--- config.mk ---
export PLATFORM = sky130hd
export DESIGN_NAME = dmem_init_arbiter
export DESIGN_NICKNAME = d
export VERILOG_FILES = /design/src/rtl/dmem_init_arbiter.sv
export SDC_FILE = /design/constraint.sdc
export NUM_CORES = 1
export LEC_CHECK = 0
export CAP_MARGIN = 20
export CORE_UTILIZATION = 37
export DETAILED_ROUTE_END_ITERATION = 12
export GPL_ROUTABILITY_DRIVEN = 0
export PLACE_DENSITY = 0.85
export SYNTH_ARGS = -nofsm -noshare
export SYNTH_HDL_FRONTEND = slang
export SYNTH_SLANG_ARGS = --single-unit
export TNS_END_PERCENT = 1
--- constraint.sdc ---
create_clock -name i_clock -period 2.68 [get_ports i_clock]
set_input_delay 0.402 -clock i_clock [delete_from_list [all_inputs] [get_ports i_clock]]
set_output_delay 0.402 -clock i_clock [all_outputs]
set_load 0.02 [all_outputs]
--- src/rtl/dmem_init_arbiter.sv ---
// dmem_init_arbiter: owner of the i281 data-memory write port.
// After reset, or on a reload request, it streams the NUM_BYTES initial bytes
// into data memory while holding the CPU stalled. In run mode it arbitrates the
// write port between the CPU store path (priority) and an external writer.
// Optional build macro: DMEM_STARVE_GUARD_EN. When defined, an external request
// passed over STARVE_LIMIT times is forced through ahead of the CPU.
module dmem_init_arbiter #(
    parameter int NUM_BYTES    = 16,
    parameter int ADDR_W       = 4,
    parameter int DATA_W       = 8,
    parameter int STARVE_LIMIT = 8
) (
    input  logic                        i_clock,
    input  logic                        i_reset_n,
    input  logic [NUM_BYTES*DATA_W-1:0] i_init_bus,
    input  logic                        i_reload_req,
    input  logic                        i_cpu_we,
    input  logic [ADDR_W-1:0]           i_cpu_addr,
    input  logic [DATA_W-1:0]           i_cpu_wdata,
    input  logic                        i_ext_req,
    input  logic [ADDR_W-1:0]           i_ext_addr,
    input  logic [DATA_W-1:0]           i_ext_wdata,
    output logic                        o_ext_ack,
    output logic                        o_mem_we,
    output logic [ADDR_W-1:0]           o_mem_addr,
    output logic [DATA_W-1:0]           o_mem_wdata,
    output logic                        o_cpu_stall,
    output logic                        o_load_done
);

    // ST_DONE is the first run edge after a load: it only pulses load_done,
    // so ext_ack and load_done can never coincide.
    typedef enum logic [1:0] {ST_LOAD, ST_DONE, ST_RUN} state_t;

    localparam logic [ADDR_W-1:0] LP_LAST_IDX = ADDR_W'(NUM_BYTES - 1);

    state_t              r_state;
    state_t              w_state_next;
    logic [ADDR_W-1:0]   r_cnt;
    logic [ADDR_W-1:0]   w_cnt_next;

    logic                r_mem_we;
    logic [ADDR_W-1:0]   r_mem_addr;
    logic [DATA_W-1:0]   r_mem_wdata;
    logic                r_ext_ack;
    logic                r_cpu_stall;
    logic                r_load_done;

    logic                w_mem_we_next;
    logic [ADDR_W-1:0]   w_mem_addr_next;
    logic [DATA_W-1:0]   w_mem_wdata_next;
    logic                w_ext_ack_next;
    logic                w_cpu_stall_next;
    logic                w_load_done_next;

    logic [DATA_W-1:0]   w_init_bytes [NUM_BYTES];
    logic                w_run_ok;
    logic                w_force_ext;
    logic                w_grant_cpu;
    logic                w_grant_ext;

    // Slice the flat initial image into addressable bytes.
    generate
        for (genvar gi = 0; gi < NUM_BYTES; gi++) begin : g_init_bytes
            assign w_init_bytes[gi] = i_init_bus[DATA_W*gi +: DATA_W];
        end
    endgenerate

    // A run-mode grant is possible only when no reload is requested this cycle.
    assign w_run_ok    = (r_state == ST_RUN) && !i_reload_req;
    assign w_grant_ext = w_run_ok && (w_force_ext || (!i_cpu_we && i_ext_req));
    assign w_grant_cpu = w_run_ok && i_cpu_we && !w_force_ext;

`ifdef DMEM_STARVE_GUARD_EN
    localparam int             SW       = $clog2(STARVE_LIMIT + 1);
    localparam logic [SW-1:0]  LP_LIMIT = SW'(STARVE_LIMIT);

    logic [SW-1:0] r_starve_cnt;

    assign w_force_ext = w_run_ok && i_ext_req && (r_starve_cnt >= LP_LIMIT);

    // Count run cycles in which a pending external request lost to the CPU.
    always_ff @(posedge i_clock) begin
        if (!i_reset_n) begin
            r_starve_cnt <= '0;
        end else if ((r_state != ST_RUN) || i_reload_req || w_grant_ext) begin
            r_starve_cnt <= '0;
        end else if (i_ext_req && (r_starve_cnt < LP_LIMIT)) begin
            r_starve_cnt <= r_starve_cnt + SW'(1);
        end
    end
`else
    assign w_force_ext = 1'b0;
`endif

    // State register and load byte counter.
    always_ff @(posedge i_clock) begin
        if (!i_reset_n) begin
            r_state <= ST_LOAD;
            r_cnt   <= '0;
        end else begin
            r_state <= w_state_next;
            r_cnt   <= w_cnt_next;
        end
    end

    // Next-state: load runs to the last byte, one done edge, then run until reload.
    always_comb begin
        w_state_next = r_state;
        case (r_state)
            ST_LOAD: if (r_cnt == LP_LAST_IDX) w_state_next = ST_DONE;
            ST_DONE: w_state_next = ST_RUN;
            ST_RUN:  if (i_reload_req) w_state_next = ST_LOAD;
            default: w_state_next = ST_LOAD;
        endcase
    end

    // Output decode: next values of the registered port and the byte counter.
    always_comb begin
        w_mem_we_next    = 1'b0;
        w_mem_addr_next  = r_mem_addr;
        w_mem_wdata_next = r_mem_wdata;
        w_ext_ack_next   = 1'b0;
        w_cpu_stall_next = 1'b0;
        w_load_done_next = 1'b0;
        w_cnt_next       = r_cnt;
        case (r_state)
            ST_LOAD: begin
                w_mem_we_next    = 1'b1;
                w_mem_addr_next  = r_cnt;
                w_mem_wdata_next = w_init_bytes[r_cnt];
                w_cpu_stall_next = 1'b1;
                w_cnt_next       = r_cnt + ADDR_W'(1);
            end
            ST_DONE: begin
                w_load_done_next = 1'b1;
                w_cnt_next       = '0;
            end
            ST_RUN: begin
                if (i_reload_req) begin
                    w_cpu_stall_next = 1'b1;
                    w_cnt_next       = '0;
                end else if (w_grant_cpu) begin
                    w_mem_we_next    = 1'b1;
                    w_mem_addr_next  = i_cpu_addr;
                    w_mem_wdata_next = i_cpu_wdata;
                end else if (w_grant_ext) begin
                    w_mem_we_next    = 1'b1;
                    w_mem_addr_next  = i_ext_addr;
                    w_mem_wdata_next = i_ext_wdata;
                    w_ext_ack_next   = 1'b1;
                    w_cpu_stall_next = w_force_ext;
                end
            end
            default: ;
        endcase
    end

    // Output registers: every port is driven straight from a flop.
    always_ff @(posedge i_clock) begin
        if (!i_reset_n) begin
            r_mem_we    <= 1'b0;
            r_mem_addr  <= '0;
            r_mem_wdata <= '0;
            r_ext_ack   <= 1'b0;
            r_cpu_stall <= 1'b1;
            r_load_done <= 1'b0;
        end else begin
            r_mem_we    <= w_mem_we_next;
            r_mem_addr  <= w_mem_addr_next;
            r_mem_wdata <= w_mem_wdata_next;
            r_ext_ack   <= w_ext_ack_next;
            r_cpu_stall <= w_cpu_stall_next;
            r_load_done <= w_load_done_next;
        end
    end

    assign o_mem_we    = r_mem_we;
    assign o_mem_addr  = r_mem_addr;
    assign o_mem_wdata = r_mem_wdata;
    assign o_ext_ack   = r_ext_ack;
    assign o_cpu_stall = r_cpu_stall;
    assign o_load_done = r_load_done;

endmodule

# Word-level counts from Yosys, hierarchy flattened

Cells that the tools add are included.
Widths: inputs -> output; s select.

Add/sub/neg operators: 1
$lt $le $gt $ge: 1
Equal/unequal tests: 7
Muxes and demuxes: 23
Bitwise gates (word level): 3
Reductions and logical operators: 13

Operators with widths:

| operator            | number |
|---|---|
| $mux 8              | 5 |
| $bmux 8 s4          | 1 |
| $mux 4              | 4 |
| $pmux 8 s2          | 1 |
| $pmux 4 s3          | 1 |
| $pmux 4 s2          | 1 |
| $ne 2x2->1 const B  | 3 |
| $pmux 2 s3          | 1 |
| $ge 5x5->1 const B  | 1 |
| $mux 1              | 5 |
| $not 4->5           | 1 |
| $add 4x1->4 const B | 1 |
| $eq 4x4->1 const B  | 1 |
| $logic_and 1x1->1   | 4 |
| $mux 2              | 2 |
| $pmux 1 s2          | 2 |
| $reduce_and 2->1    | 2 |
| $reduce_or 4->1     | 1 |
| $ne 3x3->1 const B  | 1 |
| $reduce_and 3->1    | 1 |
| $reduce_bool 3->1   | 1 |
| $eq 2x1->1 const B  | 1 |
| $eq 2x2->1 const B  | 1 |
| $logic_not 1->1     | 2 |
| other kinds (3)     | 4 |

Bits in registers: 22
Input port bits: 157
Output and inout bits: 16
Logic and storage cells: 56

# Logic depth before layout (Yosys ltp)

Gate-level depths: netlist of the first run.

Depth after elaboration: 7
Mapped depth: 8
Mapped depth without buffers: 6

# Least setup slack after synthesis of the first run

No wires, ideal clock.

Path type: flip-flop to flip-flop
Start: reg r_state[0]
End: reg r_cnt[2]
Arrival time: 1682 ps
Required time: 2608 ps
Path slack: 925 ps
Cell stages (with the launch flop): 6
Clock period less this slack: 1755 ps
Cells stage by stage: dfxtp_1 > inv_1 > ha_1 > or3_1 > or3b_2 > a21oi_1

Longest elaborated chain between the ends: 3

RTL lines:

| item                                                      | RTL line | text |
|---|---|---|
| from (decl)                                               | 37       | `state_t r_state;` |
| from (signal assigned)                                    | 102      | `r_state <= w_state_next;` |
| $eq 2x2->1, or another cell as far along                  | 127      | `case (r_state)` |
| $ne 2x2->1 (no line) or $reduce_bool 3->1 (tied branches) | n/a      |  |
| $reduce_and 2->1 (no line)                                | n/a      |  |
| to (signal assigned)                                      | 103      | `r_cnt <= w_cnt_next;` |
| to (decl)                                                 | 39       | `logic [ADDR_W-1:0] r_cnt;` |

Several ways; a longest one is shown, not always the timed one.
A chain may end at the register's enable or synchronous reset.

# Worst setup path after layout of the first run

Start: reg r_state[0]
End: reg r_mem_addr[1] (netlist: o_mem_addr[1])

Longest elaborated chain between the ends: 6

RTL lines:

| item                 | RTL line | text |
|---|---|---|
| $eq 2x2->1           | 70, 127  |  |
| $logic_and 1x1->1    | 70       | `assign w_run_ok = (r_state == ST_RUN) && !i_reload_req;` |
| $logic_and 1x1->1    | 72       | `assign w_grant_cpu = w_run_ok && i_cpu_we && !w_force_ext;` |
| $mux 4               | 143      | `end else if (w_grant_cpu) begin` |
| $mux 4               | 140      | `if (i_reload_req) begin` |
| $pmux 4 s2           | 127      |  |
| to (signal assigned) | 170      | `r_mem_addr <= w_mem_addr_next;` |
| to (decl)            | 43       | `logic [ADDR_W-1:0] r_mem_addr;` |

Several ways; a longest one is shown, not always the timed one. The select of a mux whose other input is x is not followed.

==> results of run 1 <==
==> worst max-delay path: stages (launching register included) <==
cell,delay (ns)
sky130_fd_sc_hd__dfxtp_1,0.33
sky130_fd_sc_hd__inv_1,0.11
sky130_fd_sc_hd__ha_1,0.19
sky130_fd_sc_hd__nor2b_1,0.77
sky130_fd_sc_hd__nand3_1,0.17
sky130_fd_sc_hd__a311o_1,0.34
sky130_fd_sc_hd__a21oi_1,0.16
==> metrics by stage <==
stage / util (%) / setup slack, ns
floorplan: - / 0.9255
global placement: 69.64 / 0.4077
finish: 70.90 / 0.5149
detailed placement: 69.64 / 0.3561
global route: 70.90 / 0.3876
CTS: 70.90 / 0.5486
==> per-layer routing <==
layer,vias to the layer above,global-route usage (%)
li1,1262,-
met1,1157,28.98
met2,168,47.26
met3,22,6.286
met4,0,11.43
met5,-,0
==> Yosys cell counts (2+ instances only) <==
| cell type | n | area share (%) |
|---|---|---|
| sky130_fd_sc_hd__nand2b_1 | 4 | 1.1 |
| sky130_fd_sc_hd__nand2_1 | 25 | 4.2 |
| sky130_fd_sc_hd__buf_1 | 2 | 0.33 |
| sky130_fd_sc_hd__nand3_1 | 12 | 2.7 |
| sky130_fd_sc_hd__mux4_1 | 8 | 9.4 |
| sky130_fd_sc_hd__nor2_1 | 13 | 2.2 |
| sky130_fd_sc_hd__inv_1 | 2 | 0.33 |
| sky130_fd_sc_hd__nor2b_1 | 3 | 0.84 |
| sky130_fd_sc_hd__o21ai_0 | 12 | 2.7 |
| sky130_fd_sc_hd__buf_8 | 2 | 1.3 |
| sky130_fd_sc_hd__ha_1 | 5 | 2.8 |
| sky130_fd_sc_hd__buf_6 | 3 | 1.5 |
| sky130_fd_sc_hd__mux4_2 | 8 | 8.0 |
| sky130_fd_sc_hd__mux2i_1 | 33 | 15 |
| sky130_fd_sc_hd__or3_1 | 2 | 0.56 |
| sky130_fd_sc_hd__a22oi_1 | 8 | 2.7 |
| sky130_fd_sc_hd__and2_1 | 2 | 0.56 |
| sky130_fd_sc_hd__a311o_1 | 3 | 1.3 |
| sky130_fd_sc_hd__clkbuf_1 | 7 | 1.2 |
| sky130_fd_sc_hd__a21oi_1 | 17 | 3.8 |
| sky130_fd_sc_hd__dfxtp_1 | 22 | 20 |
| sky130_fd_sc_hd__mux2_2 | 9 | 4.5 |
| sky130_fd_sc_hd__and3_1 | 8 | 2.2 |
| sky130_fd_sc_hd__a41oi_1 | 7 | 2.7 |
| sky130_fd_sc_hd__a31oi_1 | 9 | 2.5 |
| sky130_fd_sc_hd__buf_2 | 6 | 1.3 |
==> power by group <==
| group | switching (uW) | internal [uW] | total (uW) |
|---|---|---|---|
| clock network | 115 | 200 | 315 |
| logic | 160 | 351 | 510 |
| registers | 34.9 | 348 | 383 |
| total | 310 | 898 | 1210 |
==> cells by family after synthesis <==
logic type,after synthesis,share of synthesized area (%)
fa+ha+maj,5,2.790
simple gates,74,15.96
flops,22,19.64
mux,58,36.66
buf+inv,24,7.087
compound gates,61,17.86
==> registers in the layout, indices dropped and copies added (netlist names) <==
| signal | cells |
|---|---|
| o_mem_wdata | 8 |
| o_mem_addr | 4 |
| r_cnt | 4 |
| r_state | 2 |
| o_cpu_stall | 1 |
| o_ext_ack | 1 |
| o_load_done | 1 |
| o_mem_we | 1 |
==> worst max-delay path by stage <==
stage                         end          from  cells past startpoint  slack, ns
floorplan                r_cnt[2]    r_state[0]                      5       0.93
global placement    o_mem_addr[0]  i_reload_req                      5       0.41
detailed placement  o_mem_addr[0]  i_reload_req                      5       0.36
CTS                 o_mem_addr[1]    r_state[0]                      6       0.55
global route        o_mem_addr[1]    r_state[0]                      6       0.39
finish              o_mem_addr[1]    r_state[0]                      6       0.51
==> layout make-up <==
| cell class | count | area [um2] | share of cell area, % |
|---|---|---|---|
| timing repair buffer | 178 | 1767 | 43.91 |
| multi-input combinational | 198 | 1643 | 40.83 |
| sequential | 22 | 441.7 | 10.98 |
| tap | 72 | 90.09 | 2.239 |
| clock buffer | 3 | 41.29 | 1.026 |
| clock inverter | 1 | 30.03 | 0.7463 |
| inverter | 3 | 11.26 | 0.2799 |
==> qor.yml, run 1 <==
status:
  outcome: "finished, final reports clean"
min_path:
  worst_hold_startpoint: "o_mem_addr[2]"
  min_to: "o_mem_addr[2]"
  timing.hold.worst.class: "reg -> reg"
  worstHoldPathCells: 2
setup_path:
  worst_r2r_startpoint: "r_state[0]"
  critical_path.max_fanout: 17
  criticalPathCategory: "reg -> reg"
  worstPathRequired_ns: 2.87
  ff_to_ff_setup_slack_ns: 0.51
  r2r.worst_path.cells: 6
  worst-endpoint-arrival_ns: 2.35
  regToRegEndpoint: "o_mem_addr[1]"
  critical_path.endpoint_type: "flip-flop"
  startpoint_type: "flip-flop"
final_layout:
  drive_above_1_share_pct: 7.407
  design.final.nets: 568
  finalInstanceArea_mm2: 0.004024
  final_cell_count_no_fill: 477
  flow.area_growth_from_synthesis_pct: 79.46
  mostFrequentLayoutCells: "172 x sky130_fd_sc_hd__clkdlybuf4s50_1, 33 x sky130_fd_sc_hd__mux2i_1, 25 x sky130_fd_sc_hd__nand2_1"
  antennaDiodeCount: 0
  fillCellCount: 432
  layout_commonest_cell: "sky130_fd_sc_hd__clkdlybuf4s50_1"
detailed_routing:
  routedWlPerCell_um: 18.09
  detail_route.first_pass.iterations: 5
  wirelength_met1_mm: 3.163
  top_layer: "met4"
  detail_route.drc_violations: 0
  wl_met3_um: 903
  num_vias: 2609
  met2WireLength_mm: 4.302
  routed_wirelength_mm: 8.630
  avgViaCountPerCell: 5.470
  final_antenna_net_count: 0
  initialDrtViolationCount: 127
placement:
  dp.cells: 473
  place.port_buffers: 172
  dp_hpwl_mm: 6.959
  place_area_mm2: 0.003953
logic_synthesis:
  synthDistinctLibCells: 38
  share_of_the_yosys_chip_area_belonging_to_registers_pct: 19.64
  postSynth.asyncResetShare_pct: 0
  synthCells: 244
  number_of_enable_flip_flop_cells_after_synthesis: 0
  synth.net_count: 406
  dominantRegCellSynth: "sky130_fd_sc_hd__dfxtp_1"
  synth_seq_cells: 22
  synth_warnings: 0
  synthesis.area_mm2: 0.002242
  synthesis.area_per_instance_um2: 9.189
die:
  std_cell_rows: 27
  design.die.area_mm2: 0.006375
  die_width_um: 79.85
  dieHeight_um: 79.85
  floorplan.initialDensity_pct: 39.51
  core_area_mm2: 0.005675
  io-pin-count: 173
global_routing:
  wire_length_of_the_first_global_routing_pass_mm: 12.83
  grt_use_total_pct: 26.22
  grt_max_degree: 24
  antenna_found_initial: 0
  overflow: 0
  vias_in_the_first_global_route: 2631
power:
  power_uw: 1208
  power_leakage_uw: 0.001530
  vdd_ir_drop_max_mv: 0.2989
  power.density_cell_area_mw_per_mm2: 300.3
sta:
  slew_headroom_pct: 35.68
  period_share_pct: 80.79
  slew_viol_final: 0
  setup_total_negative_slack_ns: 0
  max_freq_mhz: 461.9
  finalWorstPathRequiredPeriod_ns: 2.165
  fin_worst_hold_slack_ns: 0.4833
  unrepaired_setup_endpoints_after_global_routing: "false"
  report.final.setup_viol: 0
  worstMarginPinSlew_ns: 0.9628
  finalHoldViolCount: 0
  fin_skew_ns: 0.001520
clocking:
  numClockSinks: 22
  cts_setup_buffers: 0
  clk_path_buf_depth: 2
  tritoncts.num_buffers: 3
  cts_hold_buf: 0
  cts_max_level: 1
  latest_clock_arrival_within_the_worst_skew_pair_ns: 0.27
  clock_tree.root_cell: "sky130_fd_sc_hd__clkbuf_8"
  cts_tree: "yes"
  cts.repair.resized: 0
  clkSlewWorstSetupHoldPaths_ns: 0.08
flow_run:
  max_cap_viol_count: 0
No activity file was read; power rests on OpenSTA's default activity.
==> run 2: changes to the inputs <==
--- a/config.mk
+++ b/config.mk
@@ -6,10 +6,10 @@
 export NUM_CORES = 1
 export LEC_CHECK = 0
 export CAP_MARGIN = 20
-export CORE_UTILIZATION = 37
+export CORE_UTILIZATION = 34
 export DETAILED_ROUTE_END_ITERATION = 12
 export GPL_ROUTABILITY_DRIVEN = 0
-export PLACE_DENSITY = 0.85
+export PLACE_DENSITY = 0.79
 export SYNTH_ARGS = -nofsm -noshare
 export SYNTH_HDL_FRONTEND = slang
 export SYNTH_SLANG_ARGS = --single-unit
==> constraint.sdc (replaced) <==
create_clock -name i_clock -period 2 [get_ports i_clock]
set_input_delay 0.3 -clock i_clock [delete_from_list [all_inputs] [get_ports i_clock]]
set_output_delay 0.3 -clock i_clock [all_outputs]
set_load 0.02 [all_outputs]
==> run 2 against run 1 <==
Net effect: worst hold slack lost 0.010 ns; final area up 1.7%; cell count grew 2.9%; sequential cell count unchanged; clock skew up 0.0020 ns; sequential share of layout area is 0.19 points lower; wire length fell by 3.5%; via count increased by 1.2%; combinational power increased by 43%; largest power group unchanged.
==> qor.yml, run 2 (same netlist as run 1, synthesis figures left out) <==
status:
  outcome: "finished, final reports clean"
global_routing:
  overflow: 0  # unchanged
  grt_use_total_pct: 23.73  # -2.5 points
  vias_in_the_first_global_route: 2725  # +3.6%
  antenna_found_initial: 0  # unchanged
  grt_max_degree: 27  # +13%
  gr-usage-met2_pct: 41.36  # -5.9 points
  wire_length_of_the_first_global_routing_pass_mm: 13.30  # +3.7%
  busiest_layer: "met2"
  use_met3_pct: 4.175  # -2.1 points
  global_route.usage.met1_pct: 29.91  # +0.94 points
final_layout:
  layout_commonest_cell: "sky130_fd_sc_hd__clkdlybuf4s50_1"
  mostFrequentLayoutCells: "172 x sky130_fd_sc_hd__clkdlybuf4s50_1, 33 x sky130_fd_sc_hd__mux2i_1, 25 x sky130_fd_sc_hd__nand2_1"
  drive_above_1_share_pct: 9.662  # +2.3 points
  flow.area_growth_from_synthesis_pct: 82.59
  max_ffs_per_register: 8  # unchanged
  design.final.nets: 578  # +1.8%
  final_cell_count_no_fill: 491  # +2.9%
  antennaDiodeCount: 0  # unchanged
clocking:
  clk_path_buf_depth: 2  # unchanged
  cts_max_level: 1  # unchanged
  clock_tree.root_cell: "sky130_fd_sc_hd__clkbuf_8"
  cts.repair.resized: 0  # unchanged
  latest_clock_arrival_within_the_worst_skew_pair_ns: 0.26  # about the same
  cts_tree: "yes"
  clkSlewWorstSetupHoldPaths_ns: 0.08  # about the same
  cts_hold_buf: 0  # unchanged
  numClockSinks: 22  # unchanged
  tritoncts.num_buffers: 3  # unchanged
  cts_setup_buffers: 0  # unchanged
setup_path:
  critical_path.max_fanout: 8  # -9
  worst-endpoint-arrival_ns: 2.14  # -0.21 ns
  criticalPathCategory: "reg -> reg"
  critical_path.endpoint_type: "flip-flop"
  regToRegEndpoint: "r_cnt[2]"
  worstPathRequired_ns: 2.19  # -0.68 ns
  worst_r2r_startpoint: "r_state[0]"
  startpoint_type: "flip-flop"
  setup.worst_path.start: "r_state[0]"
  r2r.worst_path.cells: 6  # unchanged
  ff_to_ff_setup_slack_ns: 0.05  # -0.47 ns
sta:
  max_freq_mhz: 512.4  # +11%
  report.final.setup_viol: 0  # unchanged
  fin_skew_ns: 0.003505  # +0.001986 ns
  finalHoldViolCount: 0  # unchanged
  slew_headroom_pct: 63.11  # +27 points
  slew_viol_final: 0  # unchanged
  unrepaired_setup_endpoints_after_global_routing: "false"
  worstMarginPinSlew_ns: 0.5522  # -0.4106 ns
  period_share_pct: 97.59  # +17 points
  setup_total_negative_slack_ns: 0  # unchanged
  finalWorstPathRequiredPeriod_ns: 1.952  # -0.2133 ns
power:
  vdd_ir_drop_max_mv: 0.3628  # +21%
  power.density_cell_area_mw_per_mm2: 361.3  # +20%
  power_leakage_uw: 0.001573  # +2.8%
detailed_routing:
  num_vias: 2640  # +1.2%
  routed_wirelength_mm: 8.329  # -3.5%
  detail_route.first_pass.iterations: 4  # -1
  final_antenna_net_count: 0  # unchanged
  initialDrtViolationCount: 129  # +1.6%
  avgViaCountPerCell: 5.377  # -1.7%
  detail_route.drc_violations: 0  # unchanged
  routedWlPerCell_um: 16.96  # -6.2%
die:
  core_area_mm2: 0.006350  # +12%
  io-pin-count: 173  # unchanged
  dieHeight_um: 83.21  # +4.2%
  design.die.area_mm2: 0.006923  # +8.6%
  std_cell_rows: 29  # +7.4%
  floorplan.initialDensity_pct: 35.31  # -4.2 points
  die_width_um: 83.21  # +4.2%
min_path:
  timing.hold.worst.class: "reg -> reg"
  worstHoldPathCells: 2  # unchanged
  min_to: "o_mem_addr[2]"
  worst_hold_startpoint: "o_mem_addr[2]"
placement:
  place.port_buffers: 172  # unchanged
  dp.cells: 488  # +3.2%
  dp_hpwl_mm: 6.821  # -2.0%
flow_run:
  max_cap_viol_count: 0  # unchanged
-- run 2: cell count changes in the layout (fill, tap and decap cells not counted) --
cell	delta
sky130_fd_sc_hd__nand2b_1	-1
sky130_fd_sc_hd__buf_4	+8
sky130_fd_sc_hd__buf_12	+1
sky130_fd_sc_hd__bufinv_16	-1
sky130_fd_sc_hd__nand2b_2	+1
sky130_fd_sc_hd__buf_6	+1
-- run 2: power by group --
part,total [uW],switching [uW],internal [uW]
Clock,270,136,134
Combinational,727,245,481
Sequential,482,16.1,466
-- run 2: routing by layer --
metal	wire length, um	part of all wire, %
met1	3443	41
met2	4137	50
met3	607	7.3
met4	140	1.7
met5	0	0
-- run 2: stage by stage --
| stage | utilization, % | total power (uW) | cell area, um2 | hold slack [ns] | worst slack [ns] |
|---|---|---|---|---|---|
| 6_report | 64.47 | 1479 | 4094 | 0.4733 | 0.04821 |
| 5_1_grt | 64.47 | 1558 | 4094 | 0.4983 | 0.005618 |
| 4_1_cts | 64.37 | 1488 | 4088 | 0.4737 | 0.09869 |
| 3_5_place_dp | 63.72 | 1219 | 4046 | 0.4579 | 0.01467 |
| 3_3_place_gp | 63.72 | 1212 | 4046 | 0.4534 | 0.04879 |
| 2_1_floorplan | - | 811.0 | 2242 | 0.4181 | 0.2455 |
-- run 2: area by class of cell --
| type | instances | area, um2 |
|---|---|---|
| clock buffer | 3 | 41.29 |
| timing repair buffer | 188 | 1858 |
| fill | 536 | 2256 |
| multi-input combinational | 198 | 1645 |
| tap | 77 | 96.34 |
| sequential | 22 | 441.7 |
| inverter | 3 | 11.26 |
-- run 2: how the worst max path moves through the flow --
stage          endpoint  slack, ns
2_1_floorplan  r_cnt[2]       0.25
3_3_place_gp   r_cnt[2]       0.05
3_5_place_dp   r_cnt[2]       0.01
4_1_cts        r_cnt[2]        0.1
5_1_grt        r_cnt[2]      0.006
6_report       r_cnt[2]       0.05
-- run 2: worst max-delay path, cell delays in order, from the launching register on --
cell and delay, ns:
sky130_fd_sc_hd__dfxtp_1 0.37, sky130_fd_sc_hd__inv_1 0.10, sky130_fd_sc_hd__ha_1 0.23, sky130_fd_sc_hd__nor2b_1 0.22
sky130_fd_sc_hd__or3_1 0.35, sky130_fd_sc_hd__or3b_2 0.47, sky130_fd_sc_hd__a21oi_1 0.15
==> run 3: changes to the inputs <==
--- a/config.mk
+++ b/config.mk
@@ -10,6 +10,7 @@
 export DETAILED_ROUTE_END_ITERATION = 12
 export GPL_ROUTABILITY_DRIVEN = 0
 export PLACE_DENSITY = 0.79
+export SKIP_CTS_REPAIR_TIMING = 1
 export SYNTH_ARGS = -nofsm -noshare
 export SYNTH_HDL_FRONTEND = slang
 export SYNTH_SLANG_ARGS = --single-unit
==> results of run 3 <==
The final DEF is identical to that of run 2; final timing and power are the same.
